## config.mk

```make
export PLATFORM = sky130hd
export DESIGN_NAME = wb_arbiter
export DESIGN_NICKNAME = d
export VERILOG_FILES = /design/src/rtl/wb_arbiter_pkg.sv /design/src/rtl/wb_arbiter_rr_arbiter.sv /design/src/rtl/wb_arbiter.sv
export SDC_FILE = /design/constraint.sdc
export NUM_CORES = 1
export LEC_CHECK = 0
export CAP_MARGIN = 20
export CORE_AREA = 2 2 122 124
export DETAILED_ROUTE_END_ITERATION = 7
export DIE_AREA = 0 0 124 126
export PLACE_DENSITY = 0.88
export SETUP_SLACK_MARGIN = 0.2
export SLEW_MARGIN = 15
export SYNTH_ARGS = -nofsm -noshare
export SYNTH_HDL_FRONTEND = slang
export SYNTH_HIERARCHICAL = 1
export SYNTH_SLANG_ARGS = --single-unit
export TNS_END_PERCENT = 50
```

## constraint.sdc

```tcl
create_clock -name clock -period 2.49 [get_ports clock]
set_clock_uncertainty 0.05 [all_clocks]
set_input_delay 0.498 -clock clock [delete_from_list [all_inputs] [get_ports clock]]
set_output_delay 0.498 -clock clock [all_outputs]
set_load 0.01 [all_outputs]
```

## src/rtl/wb_arbiter_pkg.sv

```systemverilog
// Register-file geometry shared by the write-back front end and the register file.
package riscvDefs;
   localparam int XLEN       = 32;
   localparam int REG_ADDR_W = 5;
   localparam int REG_ZERO   = 0;
endpackage

```

## src/rtl/wb_arbiter_rr_arbiter.sv

```systemverilog
// Combinational round-robin arbiter: one-hot grant to the first requester
// found scanning upward from ptr, wrapping past n-1 back to 0.
module rrArbiter #(
   parameter int n  = 3,
   parameter int IW = (n > 1) ? $clog2(n) : 1
) (
   input  logic [n-1:0]  req,
   input  logic [IW-1:0] ptr,
   output logic [n-1:0]  grant,
   output logic [IW-1:0] grantIdx,
   output logic          anyGrant
);
   logic          hi_found, lo_found;
   logic [IW-1:0] hi_idx, lo_idx;

   // Lowest requester at or above ptr wins; otherwise wrap to the lowest overall.
   always_comb begin
      hi_found = 1'b0;
      lo_found = 1'b0;
      hi_idx   = '0;
      lo_idx   = '0;
      for (int unsigned j = 0; j < n; j++) begin
         if (req[j]) begin
            if (!lo_found) begin
               lo_found = 1'b1;
               lo_idx   = IW'(j);
            end
            if (!hi_found && (IW'(j) >= ptr)) begin
               hi_found = 1'b1;
               hi_idx   = IW'(j);
            end
         end
      end
      anyGrant = lo_found;
      grantIdx = hi_found ? hi_idx : lo_idx;
      grant    = '0;
      for (int unsigned j = 0; j < n; j++) begin
         grant[j] = anyGrant && (grantIdx == IW'(j));
      end
   end
endmodule

```

## src/rtl/wb_arbiter.sv

```systemverilog
// Register-file write front end: per-source one-entry buffers, round-robin
// arbitration onto the single write port, and a pending-write lookup for decode.
module wb_arbiter
   import riscvDefs::*;
#(
   parameter int width     = XLEN,
   parameter int addrWidth = REG_ADDR_W,
   parameter int numSrc    = 3
) (
   input  logic                        clock,
   input  logic                        clear,
   input  logic [numSrc-1:0]           srcValid,
   output logic [numSrc-1:0]           srcReady,
   input  logic [numSrc*addrWidth-1:0] srcAddr,
   input  logic [numSrc*width-1:0]     srcData,
   output logic                        regWriteEnable,
   output logic [addrWidth-1:0]        addrD,
   output logic [width-1:0]            dataD,
   input  logic [addrWidth-1:0]        pendAddr,
   output logic                        pendHit
);
   localparam int IW = $clog2(numSrc);

   logic [numSrc-1:0]    full_vec, grant, accept;
   logic [addrWidth-1:0] buf_addr [numSrc];
   logic [width-1:0]     buf_data [numSrc];
   logic [IW-1:0]        grant_idx;
   logic                 any_grant;
   logic [IW-1:0]        rr_ptr_q, rr_ptr_d;
   logic                 we_q, we_d;
   logic [addrWidth-1:0] addr_q, addr_d;
   logic [width-1:0]     data_q, data_d;
   logic [addrWidth-1:0] sel_addr;
   logic                 pend_hit;

   for (genvar i = 0; i < numSrc; i++) begin : g_buf
      logic                 full_q, full_d;
      logic [addrWidth-1:0] baddr_q, baddr_d;
      logic [width-1:0]     bdata_q, bdata_d;

      // A granted buffer frees its slot in the same cycle, so it can refill back-to-back.
      assign srcReady[i] = ~clear & (~full_q | grant[i]);
      assign accept[i]   = srcValid[i] & srcReady[i];
      assign full_vec[i] = full_q;
      assign buf_addr[i] = baddr_q;
      assign buf_data[i] = bdata_q;

      always_comb begin
         full_d  = full_q;
         baddr_d = baddr_q;
         bdata_d = bdata_q;
         if (accept[i]) begin
            full_d  = 1'b1;
            baddr_d = srcAddr[i*addrWidth +: addrWidth];
            bdata_d = srcData[i*width +: width];
         end else if (grant[i]) begin
            full_d = 1'b0;
         end
      end

      always_ff @(posedge clock) begin
         if (clear) begin
            full_q  <= 1'b0;
            baddr_q <= '0;
            bdata_q <= '0;
         end else begin
            full_q  <= full_d;
            baddr_q <= baddr_d;
            bdata_q <= bdata_d;
         end
      end
   end

   rrArbiter #(.n(numSrc), .IW(IW)) u_arb (
      .req      (full_vec),
      .ptr      (rr_ptr_q),
      .grant    (grant),
      .grantIdx (grant_idx),
      .anyGrant (any_grant)
   );

   assign sel_addr = buf_addr[grant_idx];

   always_comb begin
      rr_ptr_d = rr_ptr_q;
      we_d     = 1'b0;
      addr_d   = addr_q;
      data_d   = data_q;
      if (any_grant) begin
         rr_ptr_d = (grant_idx == IW'(numSrc - 1)) ? '0 : grant_idx + IW'(1);
         // Writes to x0 consume the buffer but never strobe the register file.
         if (sel_addr != addrWidth'(REG_ZERO)) begin
            we_d   = 1'b1;
            addr_d = sel_addr;
            data_d = buf_data[grant_idx];
         end else begin
            addr_d = '0;
            data_d = '0;
         end
      end
   end

   always_ff @(posedge clock) begin
      if (clear) begin
         rr_ptr_q <= '0;
         we_q     <= 1'b0;
         addr_q   <= '0;
         data_q   <= '0;
      end else begin
         rr_ptr_q <= rr_ptr_d;
         we_q     <= we_d;
         addr_q   <= addr_d;
         data_q   <= data_d;
      end
   end

   always_comb begin
      pend_hit = 1'b0;
      for (int unsigned i = 0; i < numSrc; i++) begin
         if (full_vec[i] && (buf_addr[i] == pendAddr)) pend_hit = 1'b1;
      end
      if (we_q && (addr_q == pendAddr)) pend_hit = 1'b1;
      if (pendAddr == addrWidth'(REG_ZERO)) pend_hit = 1'b0;
   end

   assign regWriteEnable = we_q;
   assign addrD          = addr_q;
   assign dataD          = data_q;
   assign pendHit        = pend_hit;
endmodule

```

### Yosys cells after proc, flatten, opt, wreduce, memory -nomap -nowiden

Index checks and enable logic that the tools add are counted.

| storage, ports and cells | value |
|---|---|
| memories | 0 |
| flip-flop bits (word level) | 154 |
| memory bits (writable) | 0 |
| word-level logic and storage cells | 96 |
| ROM bits | 0 |
| bits in latches | 0 |
| input bits | 121 |

| cells by class | value |
|---|---|
| eq/ne operators | 6 |
| $mul | 0 |
| magnitude comparators | 4 |
| $add $sub $neg | 1 |
| divide/modulo/power cells | 0 |
| multiplexer cells | 39 |
| shifts and indexed selects | 0 |
| bitwise logic cells | 15 |
| reduce and logical (&&, ||, !) cells | 18 |

Operators by type and width:

| cell | count |
|---|---|
| 2-to-1 mux 32 bit | 3 |
| binary-select mux 32 bit (select 2 bit) | 1 |
| 2-to-1 mux 1 bit | 23 |
| equality test 5 bit | 4 |
| 2-to-1 mux 2 bit | 8 |
| 2-to-1 mux 5 bit | 3 |
| binary-select mux 5 bit (select 2 bit) | 1 |
| logical AND 1 bit | 9 |
| bitwise AND 1 bit | 6 |
| nonzero test 2 bit | 3 |
| logical NOT 5 bit | 1 |
| NOT 1 bit | 5 |
| nonzero test 5 bit | 1 |
| >= comparator 1 x 2 -> 1 bit, first input constant | 2 |
| >= comparator 3 bit, second input constant | 1 |
| NOT 2 -> 3 bit | 1 |
| OR 1 bit | 3 |
| adder 2 x 1 -> 2 bit, second input constant | 1 |
| equality test 2 x 1 -> 1 bit, second input constant | 1 |
| equality test 2 bit, second input constant | 1 |
| >= comparator 2 bit, first input constant | 1 |
| logical NOT 1 bit | 2 |
| logical NOT 2 bit | 1 |
| OR reduction 2 bit | 1 |

### Longest topological paths before layout

Gate-level depths: netlist of run 1.

| logic depth | value |
|---|---|
| depth after elaboration | 18 |
| gate-level depth with buffers | 9 |
| mapped depth without buffers | 7 |

### Hierarchy

Netlist of run 1, hierarchy kept.

By module, submodules not included:

| module | times used | seq. area each (µm²) | area each (µm²) | cells an instance |
|---|---|---|---|---|
| wb_arbiter | 1 | 3083.0 | 6930.4 | 828 |
| rrArbiter | 1 | 0.0 | 97.6 | 13 |

### Worst setup path before layout of run 1

Ideal clock, no wire load.

| path | value |
|---|---|
| kind | register -> register |
| start point | register rr_ptr_q[1] |
| end point | register data_q[12] (netlist: dataD[12]) |
| arrival | 1.921 ns |
| library setup time | 0.132 ns |
| cell stages (with the launch flop) | 9 |
| path slack | 0.387 ns |
| cells stage by stage | dfxtp_1 nor2b_2 a221oi_1 buf_2 o2bb2ai_1 a211o_2 buf_6 o211ai_1 a21oi_1 |

| between the ends | value |
|---|---|
| cells in the longest elaborated chain, start to end | 18 |
| elaborated cells between the ends (all ways) | 27 |
| classes of those cells | order compare: 3; mux: 18; bitwise: 1; reduce/logical: 5 |

Ends and longest elaborated chain:

| what | RTL line | RTL |
|---|---|---|
| from (decl) | wb_arbiter.sv:29 | `logic [IW-1:0] rr_ptr_q, rr_ptr_d;` |
| from (signal assigned) | wb_arbiter.sv:110 | `rr_ptr_q <= rr_ptr_d;` |
| >= comparator 1 x 2 -> 1 bit | wb_arbiter_rr_arbiter.sv:28 | `if (!hi_found && (IW'(j) >= ptr)) begin` |
| 2-to-1 mux 1 bit | wb_arbiter_rr_arbiter.sv:28 |  |
| 2-to-1 mux 1 bit | wb_arbiter_rr_arbiter.sv:23 | `if (req[j]) begin` |
| logical NOT 1 bit | wb_arbiter_rr_arbiter.sv:28 |  |
| logical AND 1 bit | wb_arbiter_rr_arbiter.sv:28 |  |
| 2-to-1 mux 1 bit | wb_arbiter_rr_arbiter.sv:28 |  |
| 2-to-1 mux 1 bit | wb_arbiter_rr_arbiter.sv:23 |  |
| logical NOT 1 bit | wb_arbiter_rr_arbiter.sv:28 |  |
| (+2 left out) | -- |  |
| 2-to-1 mux 2 bit or 2-to-1 mux 1 bit (tied branches) | wb_arbiter_rr_arbiter.sv:23 |  |
| 2-to-1 mux 2 bit * | wb_arbiter_rr_arbiter.sv:35 | `grantIdx = hi_found ? hi_idx : lo_idx;` |
| named net grant_idx[0] | wb_arbiter.sv:27 | `logic [IW-1:0] grant_idx;` |
| NOT 2 -> 3 bit (implied by the code) * | wb_arbiter.sv:82, wb_arbiter.sv:95 |  |
| binary-select mux 5 bit (select 2 bit) | wb_arbiter.sv:82 | `assign sel_addr = buf_addr[grant_idx];` |
| 2-to-1 mux 5 bit (implied by the code) (2 in a row) | wb_arbiter.sv:82 |  |
| nonzero test 5 bit | wb_arbiter.sv:92 | `if (sel_addr != addrWidth'(REG_ZERO)) begin` |
| 2-to-1 mux 32 bit * | wb_arbiter.sv:92 |  |
| to (signal assigned) | wb_arbiter.sv:113 | `data_q <= data_d;` |
| to (decl) | wb_arbiter.sv:32 | `logic [width-1:0] data_q, data_d;` |

The timed path passes the listed nets; every way through them passes the cells marked *. The select of a mux whose other input is x is not followed.
A chain may end at the register's enable or synchronous reset.

### Worst setup path after layout of run 1

| path | value |
|---|---|
| start point | register rr_ptr_q[1] |
| end point | output port srcReady[0] |

| between the ends | value |
|---|---|
| cells in the longest elaborated chain, start to end | 16 |
| elaborated cells between the ends (all ways) | 22 |
| classes of those cells | order compare: 3; mux: 11; bitwise: 2; reduce/logical: 6 |

Ends and longest elaborated chain:

| what | RTL line | RTL |
|---|---|---|
| >= comparator 1 x 2 -> 1 bit | wb_arbiter_rr_arbiter.sv:28 |  |
| 2-to-1 mux 1 bit | wb_arbiter_rr_arbiter.sv:28 |  |
| 2-to-1 mux 1 bit | wb_arbiter_rr_arbiter.sv:23 |  |
| logical NOT 1 bit | wb_arbiter_rr_arbiter.sv:28 |  |
| logical AND 1 bit | wb_arbiter_rr_arbiter.sv:28 |  |
| 2-to-1 mux 1 bit | wb_arbiter_rr_arbiter.sv:28 |  |
| 2-to-1 mux 1 bit | wb_arbiter_rr_arbiter.sv:23 |  |
| logical NOT 1 bit | wb_arbiter_rr_arbiter.sv:28 |  |
| logical AND 1 bit | wb_arbiter_rr_arbiter.sv:28 |  |
| 2-to-1 mux 2 bit or 2-to-1 mux 1 bit (tied branches) | wb_arbiter_rr_arbiter.sv:28 |  |
| 2-to-1 mux 2 bit or 2-to-1 mux 1 bit (tied branches) | wb_arbiter_rr_arbiter.sv:23 |  |
| 2-to-1 mux 2 bit * | wb_arbiter_rr_arbiter.sv:35 |  |
| logical NOT 2 bit * | wb_arbiter_rr_arbiter.sv:38 | `grant[j] = anyGrant && (grantIdx == IW'(j));` |
| logical AND 1 bit * | wb_arbiter_rr_arbiter.sv:38 |  |
| named net grant[0] | wb_arbiter.sv:24 | `logic [numSrc-1:0] full_vec, grant, accept;` |
| OR 1 bit * | wb_arbiter.sv:42 | `assign srcReady[i] = ~clear & (~full_q \| grant[i]);` |
| bitwise AND 1 bit * | wb_arbiter.sv:42 |  |
| to (decl) | wb_arbiter.sv:13 | `output logic [numSrc-1:0] srcReady,` |

The timed path passes the listed nets; every way through them passes the cells marked *.

==> results of run 1 <==
[metrics by stage]
stage	utilization	hold WS (ns)
2_1_floorplan	-	0.399
3_3_place_gp	0.618	0.406
3_5_place_dp	0.618	0.410
4_1_cts	0.664	0.419
5_1_grt	0.674	0.438
6_report	0.674	0.419
[cell families (layout without fill, tap and decap cells)]
family,after synthesis,in the layout,share of synthesized area
AO/OA/AOI/OAI,112,112,0.115
XOR/XNOR,21,21,0.0262
buffers and inverters,71,234,0.0466
flip-flops,154,154,0.439
multiplexers,40,40,0.0570
AND/OR/NAND/NOR,443,443,0.317
[metal layers]
metal,routed length (um),vias up
met4,473,0
met2,9410,231
met3,1150,47
li1,-,3117
met1,8740,3017
met5,0,-
[synthesized netlist by cell type (2+ instances only)]
cell | n | area, um2
buf_4 | 4 | 30.0
dfxtp_1 | 154 | 3080
o211ai_1 | 13 | 97.6
mux2i_1 | 40 | 400
nor2b_1 | 4 | 25.0
xnor2_1 | 5 | 43.8
nand2_1 | 258 | 968
and2_1 | 3 | 18.8
a221oi_1 | 2 | 17.5
nor2_1 | 20 | 75.1
nand3_1 | 4 | 20.0
inv_1 | 2 | 7.51
xor2_1 | 16 | 140
nand3b_1 | 111 | 833
clkbuf_1 | 40 | 150
o21ai_0 | 32 | 160
buf_1 | 10 | 37.5
a21oi_1 | 33 | 165
o31a_1 | 2 | 17.5
buf_6 | 4 | 45.0
o211ai_2 | 19 | 238
nand2b_1 | 33 | 206
a211oi_1 | 4 | 30.0
nor4_1 | 4 | 25.0
a2bb2oi_2 | 3 | 45.0
buf_2 | 10 | 50.1
[registers in the layout, summed over array words and instances, names as in the netlist]
register and flops:
g_buf.bdata_q 96, dataD 32, g_buf.baddr_q 15, addrD 5, g_buf.full_q 3, rr_ptr_q 2, regWriteEnable 1
[layout make-up]
| type | count | area [um2] | share of cell area |
|---|---|---|---|
| well taps | 184 | 230 | 0.0239 |
| inverters | 2 | 7.51 | 0.000779 |
| repair buffers | 200 | 1980 | 0.206 |
| clock buffers | 17 | 425 | 0.0441 |
| flip-flops and latches | 154 | 3100 | 0.321 |
| multi-input cells | 616 | 3730 | 0.386 |
| clock inverters | 15 | 175 | 0.0182 |
[layout by cell type (no fill, tap or decap), types with 3 or more instances in the layout]
cell               n
a211oi_1           4
a21oi_1           33
a2bb2oi_2          3
and2_2             3
buf_12             4
buf_4             32
bufinv_16          3
clkbuf_16         19
clkdlybuf4s50_1  152
clkinv_2           4
clkinv_4           3
clkinvlp_4         4
dfxtp_1          149
dfxtp_4            3
dlygate4sd2_1      3
mux2i_1           38
nand2_1          256
nand2b_1          32
nand3_1            4
nand3b_1         111
nor2_1            19
o211ai_1          13
o211ai_2          19
o21ai_0           32
xnor2_1            5
xor2_1            16
[worst max-delay path, delay by kind of cell, from the launching register on]
kind / cells / cell delay [ns]
AOI/OAI and AO/OA: 1 / 0.23
xor gates and xnor gates: 1 / 0.16
buffers and inverters: 1 / 0.32
DFF: 1 / 0.37
and+or+nand+nor: 2 / 0.27
[report_power, final]
part	internal, mW	switching [mW]
logic	0.631	0.615
clock network	1.57	1.04
registers	2.65	0.132
[path summary, 6_finish.rpt]
path                                               start                     to  slack, ns  depth (start not counted)
worst max-delay path            rr_ptr_q[1]$_SDFFE_PP0P_            srcReady[0]       0.18                          5
worst min-delay path               dataD[3]$_SDFFE_PP0P_  dataD[3]$_SDFFE_PP0P_       0.42                          2
worst max register to register  rr_ptr_q[1]$_SDFFE_PP0P_  dataD[1]$_SDFFE_PP0P_       0.21                          9
worst min register to register     dataD[3]$_SDFFE_PP0P_  dataD[3]$_SDFFE_PP0P_       0.42                          2
[what timing repair did]
| action | 4_1_cts | 5_1_grt |
|---|---|---|
| buffers inserted | 3 | 4 |
| cloned | 0 | 2 |
| pin swaps | 7 | 11 |
| endpoints found under the setup margin | 37 | 43 |
| gates resized for setup | 32 | 14 |
==> run summary, run 1 <==
Dividing the detail-routed via count by the number of cells gives 5.40. The minimum clock period was 2.31 ns; the post-synthesis net count was 962. STA puts the critical path data arrival time at 1.76 ns. The number of antenna violations at the first check in global routing came out at 0. STA puts the critical path data required time at 1.94 ns. The wire length of the first global-routing pass is 31,300 um, and the overall die width is 124 um. Overall power consumption after layout is estimated at 6.64 mW. Yosys mapped the design onto 37 distinct sky130hd cell types. The total track usage came out at 0.256. Input and output buffers added on the ports amount to 162. For the placed instance area, the log shows 8850 um2. The startpoint kind of the worst setup timing path was a flop. Power spread over the standard cell area amounts to 689 nW/um2.

The flow ran to the end, and the final reports show no timing, DRC or antenna violations. The via count of the routed design was 6,412. Worst-margin pin slew: 0.846 ns. The tools report the number of endpoints with negative hold slack in the final report as 0.

Walking the worst path, the cells encountered are xnor2_1 > o221a_1 > nor2b_2 > nor2_1 > dlygate4sd2_1. Including well taps, the total number of placed cells is 1,147. Global-route track usage on met2: 0.415.

In this run the clock root is driven by a clkbuf_16. The repair_antennas step left the layout with diodes totalling 0. The fraction of met1 tracks used by global routing came out at 0.334. Summing all non-filler instances in the final layout gives an area of 9640 um2. After detailed routing, the average wire length per cell comes to 16.6 um. VDD sags by at most 552 uV. The tools report the clock latency at the later pin of the worst-skew pair as 0.42 ns. In this run the worst path has a maximum fanout of 5. After floorplanning, the core was sized to cover 14,300 um2. The synthesized area per cell works out to 8.36 um2. The final estimated routing congestion in global placement was 0.864; the DRC violation total after the first TritonRoute iteration was 508. The number of remaining DRC errors was 0; the layout overhead on the synthesized area was 37.2%. The starting density of the core was 0.491.

The finished layout holds 1,188 standard cells, fillers aside. Synthesis inferred 154 register bits. The number of enable flip-flop cells after synthesis was 0. The number of warnings issued by yosys was 6; the number of nets in the final layout was 1,112. The top flip-flop cell by instance count after synthesis is dfxtp_1. Kind of end point of the critical path: a primary output. Setup repair after global routing could not meet its margin everywhere. The routing layer with the top usage in global route is met2. The category of the critical setup timing path was flop to primary output. Pin placement for this block handled 163 I/O pins. For the placement-stage worst setup slack, the log shows -0.499 ns. The die is 126 um tall. Row generation in the floorplan step produced 44 rows. The logs give 2 for the buffer depth of the longest clock path and 0 for the number of endpoints failing setup at the final stage. For this run the aggregate overflow at the end of global routing stands at 0.

In this design, the stage delay of the slowest critical-path cell is 0.37 ns. Detailed placement ended at an HPWL of 13,000 um. The share of post-route cells with drive strength above 1 works out to 0.122. The global routing usage on met3 is 0.0476. TritonCTS built the clock tree.

For the tightest slew margin relative to the limit, the log shows 0.436. The tool flagged a number of max-cap violations equal to 0. Clock-pin slew was measured on the worst setup and hold paths at 0.06 ns.

For this design, the CTS-stage hold fixing added 0 buffers. Filler cell count: 1,143. The fraction of the cycle the final worst path needs is 0.927. The number of clock buffers added by TritonCTS is 17. The via count of the first global-routing pass came out at 6,303. The cell type of the slowest stage on the worst timing path was dfxtp_4. The maximum number of pins on one net before global-route repair is 85, and the sequential area share after synthesis is 0.439. Post-layout worst setup margin: 0.183 ns. The number of cells produced by synthesis came out at 841. The async set-reset flop share out of synthesis is 0.

Clock tree synthesis found a total of 154 sinks. Based on the critical path, the design can be clocked at up to 0.433 GHz. The run gives 7030 um2 as the cell area after synthesis.

The first TritonRoute pass finished after 5 iterations. The die covers 15,600 um2. For the total count of max-transition violations in the final report, the log shows 0. The tightest min-delay check is of the flop to flop type.

The H-tree was split into 4 levels. In this run the static leakage power is 3.95 nW. The count of nets left with antenna violations once routing finished came out at 0. The final layout contains routed wiring with a total length of 19,800 um. The tools report the post-route setup TNS as 0 ns.
No activity file was read; power rests on OpenSTA's default activity.
==> run 2: changes to the inputs <==
SLEW_MARGIN = unset   (was 15)
==> results of run 2 <==
No change in the layout: final DEF, timing and power equal those of run 1.
